## config.mk

```make
export PLATFORM = sky130hd
export DESIGN_NAME = piso_frame_serializer
export DESIGN_NICKNAME = d
export VERILOG_FILES = /design/src/rtl/piso_frame_serializer.sv
export SDC_FILE = /design/constraint.sdc
export NUM_CORES = 1
export LEC_CHECK = 0
export CAP_MARGIN = 20
export CORE_AREA = 4 4 41 43
export CTS_CLUSTER_DIAMETER = 50
export CTS_CLUSTER_SIZE = 10
export DETAILED_ROUTE_END_ITERATION = 6
export DIE_AREA = 0 0 45 47
export PLACE_DENSITY = 0.71
export SETUP_SLACK_MARGIN = 0.3
export SLEW_MARGIN = 20
export SYNTH_ARGS = -nofsm -noshare
export SYNTH_HDL_FRONTEND = slang
export SYNTH_SLANG_ARGS = --single-unit
export TNS_END_PERCENT = 50
```

## constraint.sdc

```tcl
create_clock -name clk -period 2.9 [get_ports clk]
set_input_delay 0.58 -clock clk [delete_from_list [all_inputs] [get_ports clk]]
set_output_delay 0.58 -clock clk [all_outputs]
set_load 0.005 [all_outputs]
```

## src/rtl/piso_frame_serializer.sv

```systemverilog
// Parallel-in serial-out framer: start bit, LSB-first payload, optional parity, stop bit.
// serial_out is registered; in_ready is high in IDLE and STOP so frames can stream back to back.
module piso_frame_serializer #(
  parameter int DATA_WIDTH = 4,
  parameter int PARITY_EN  = 1,
  parameter int PARITY_ODD = 0
) (
  input  logic                  clk,
  input  logic                  rst,
  input  logic [DATA_WIDTH-1:0] in_data,
  input  logic                  in_valid,
  output logic                  in_ready,
  output logic                  serial_out,
  output logic                  busy,
  output logic                  frame_done
);

  localparam int CW = (DATA_WIDTH > 1) ? $clog2(DATA_WIDTH) : 1;

  typedef enum logic [2:0] {
    S_IDLE,
    S_START,
    S_DATA,
    S_PARITY,
    S_STOP
  } state_t;

  state_t                state, state_nx;
  logic [DATA_WIDTH-1:0] shreg;
  logic [CW-1:0]         cnt;
  logic                  par;
  logic                  so_nx;
  logic                  accept;

  assign accept = in_valid && in_ready;

  always_comb begin
    state_nx   = state;
    in_ready   = 1'b0;
    busy       = 1'b0;
    frame_done = 1'b0;
    case (state)
      S_IDLE: begin
        in_ready = 1'b1;
        if (in_valid) state_nx = S_START;
      end
      S_START: begin
        busy     = 1'b1;
        state_nx = S_DATA;
      end
      S_DATA: begin
        busy = 1'b1;
        if (cnt == CW'(DATA_WIDTH - 1))
          state_nx = (PARITY_EN != 0) ? S_PARITY : S_STOP;
      end
      S_PARITY: begin
        busy     = 1'b1;
        state_nx = S_STOP;
      end
      S_STOP: begin
        in_ready   = 1'b1;
        frame_done = 1'b1;
        state_nx   = in_valid ? S_START : S_IDLE;
      end
      default: state_nx = S_IDLE;
    endcase
  end

  // The line flop is loaded from the state being entered, so it lines up with that state.
  always_comb begin
    so_nx = 1'b1;
    case (state_nx)
      S_START:  so_nx = 1'b0;
      S_DATA:   so_nx = shreg[0];
      S_PARITY: so_nx = par;
      default:  so_nx = 1'b1;
    endcase
  end

  always_ff @(posedge clk or posedge rst) begin
    if (rst) begin
      state      <= S_IDLE;
      serial_out <= 1'b1;
      shreg      <= '0;
      cnt        <= '0;
      par        <= 1'b0;
    end else begin
      state      <= state_nx;
      serial_out <= so_nx;
      if (accept) begin
        shreg <= in_data;
        par   <= (^in_data) ^ (PARITY_ODD != 0);
        cnt   <= '0;
      end else if (state_nx == S_DATA) begin
        // Each DATA-bound edge consumes the LSB just placed on the line.
        shreg <= shreg >> 1;
        if (state == S_DATA) cnt <= cnt + 1'b1;
      end
    end
  end

endmodule

```

==> metrics <==
io pins=11; WP data arrival=1.57 ns; final hold violation count=0; worst relative slew slack=70.0%; leading area contributor after synthesis=dfrtp_1; std cell rows=13; clk root buf=clkbuf_4; Placed Area=714 um^2; Initial DRT Pass Iterations=2; combinational power share=49.6%; largest net degree at the start of global routing=12; Clock Path Buffers=2; Worst Setup End Kind=primary output; Final GP Congestion=0.754; full die area=2120 um^2; dpl ws=0.774 ns; diodes inserted=0; via count=405; Async S/R FF share, synth=100%; Final Util=56.9%; Most used DFF post-synth=dfrtp_1; Leak=0.311 nW; Post-Syn Nets=58; port bufs=10; vias per cell=5.26; Total Wirelength=1.01 mm; final hold slack=0.502 ns; power density over the cells=1070 nW/um^2; initial antenna violation count=0; most frequent cell after synthesis=dfrtp_1; worst IR drop on VDD=0.000465 V; share of layout cells above drive strength 1=24.2%; Critical Path RT=2.32 ns; final cycle utilization of the critical path=74.0%; Setup WS post-layout=0.754 ns; minimum clock period=2.15 ns; clock skew=0.000209 ns; Seq/Total Area, Yosys=45.4%; Gate Count Post-Synth=50; Mean Syn Cell Area=12.2 um^2; total net switching power=0.271 mW; most common library cells after synthesis=dfrtp_1 (10), nor2_1 (7), xnor2_1 (5); drt drc=0; kind of critical path=reg2out; Post-CTS Setup Inserts=0; synthesized cell area=609 um^2; critical path fanouts, max=8; die width=45 um; Overall Global Routing Usage=11.3%; Critical Path Start Type=register; r2r setup slk=1.34 ns; DIE HEIGHT=47 um; synth-to-layout area growth=21.6%; DRT antenna net count=0; Seq pwr share=37.6%; Max Transition Viols Final=0; # setup viols final=0; clk slew on worst S/H paths=0.07 ns; RSZ-0062 raised after global routing=false; Crit. Startpoint=state[1]; Worst-Margin Slew=0.449 ns; CTS Sinks=11; starting density of the core=46.8%; Max-cap violations=0; CTS resizes=0; number of synthesized register bits=11; setup_tns=0 ns; Nets=71; post-DP HPWL=771 um; global-route wire length before repair=1.68 mm; EDFF count, synth=0; Hold Path Class=reg2reg; DR WL/cell=13.1 um; global route overflow=0; warnings from Yosys=0; worst setup path end=frame_done; CTS Buf Count=3; top cells by area, synth=dfrtp_1 (41%), xnor2_1 (7.2%), mux2_2 (5.5%), mux2_4 (4.9%), dfstp_2 (4.3%); Distinct cells, synth=24; status=complete, no violations; post-route cell area=741 um^2; RR Startpoint=state[1]; starting DRC count in detailed routing=3; H-tree depth=1; RR Endpoint=shreg[2]; number of global-route vias before repair=396; Clock Power Share=12.8%; cts hold-fix bufs=0; top-area cell type share of the netlist area=41.1%; fmax=466 MHz; R2R depth=4; clock latency on the worst-skew pair=0.26 ns; CTS tree=done; core region area=1300 um^2; sw frac=34.0%; cell-internal power=0.524 mW
==> area by class of cell <==
| type | count | area [um^2] |
|---|---|---|
| Clock buffer | 4 | 26.3 |
| Fill cell | 114 | 561 |
| Inverter | 1 | 3.75 |
| Multi-Input combinational cell | 35 | 308 |
| Sequential cell | 11 | 277 |
| Tap cell | 15 | 18.8 |
| Timing Repair Buffer | 11 | 108 |
==> metrics by stage <==
stage,std cells,total power [mW]
2_1_floorplan,50,0.592
3_3_place_gp,73,0.687
3_5_place_dp,73,0.699
4_1_cts,77,0.804
5_1_grt,77,0.857
6_report,77,0.795
==> flip-flops by register name (all words and copies together) (netlist names) <==
name / cells
shreg: 4
par: 1
cnt: 2
state: 3
serial_out: 1
==> how the worst min path moves through the flow <==
stage                           to  slack (ns)  depth (start not counted)      from
after floorplan             cnt[0]        0.43                          1       rst
after global placement    shreg[0]        0.49                          1  shreg[0]
after detailed placement  shreg[3]        0.49                          1  shreg[3]
after CTS                 shreg[0]        0.51                          1  shreg[0]
after global routing      shreg[0]        0.52                          1  shreg[0]
final                     shreg[0]        0.50                          1  shreg[0]
==> power groups by stage <==
stage,clock network (mW),registers (mW),logic [mW]
3_5_place_dp,0,0.302,0.397
5_1_grt,0.112,0.309,0.436
2_1_floorplan,0,0.264,0.328
6_report,0.102,0.299,0.394
3_3_place_gp,0,0.300,0.387
4_1_cts,0.105,0.299,0.399
==> critical path: stages (launching register included) <==
cell             delay, ns
dfrtp_1               0.48
nor2_1                0.19
and2_1                0.14
clkdlybuf4s50_1       0.49
==> layer usage <==
metal	vias to the layer above	track usage, %	share of wire (%)
li1	198	-	-
met1	190	13.1	45
met2	13	19.2	46
met3	4	2.30	6.6
met4	0	7.02	2.6
met5	-	0	0
==> cell families (layout without fill, tap and decap cells) <==
family	count (synthesis)	count (layout)	synth area share [%]
compound gates	4	4	4.72
mux	6	6	12.1
xor+xnor	5	5	7.19
fa+ha+maj	1	1	2.05
simple gates	19	19	24.4
buf+inv	4	16	4.11
flops	11	11	45.4
==> placed cells by master, fill, tap and decap left out, drive strengths merged <==
cell type,instances
clkbuf,4
a22o,1
nand2b,2
inv,1
a21oi,2
o311a,1
or3,1
mux2i,1
and2,1
or4,1
mux2,5
buf,1
nor2,7
and3b,1
xnor2,5
nand3b,1
dfstp,1
ha,1
nor3,1
clkdlybuf4s50,10
nor4b,1
nor3b,3
dfrtp,10
Note: power is estimated with default switching activity, not from simulation.
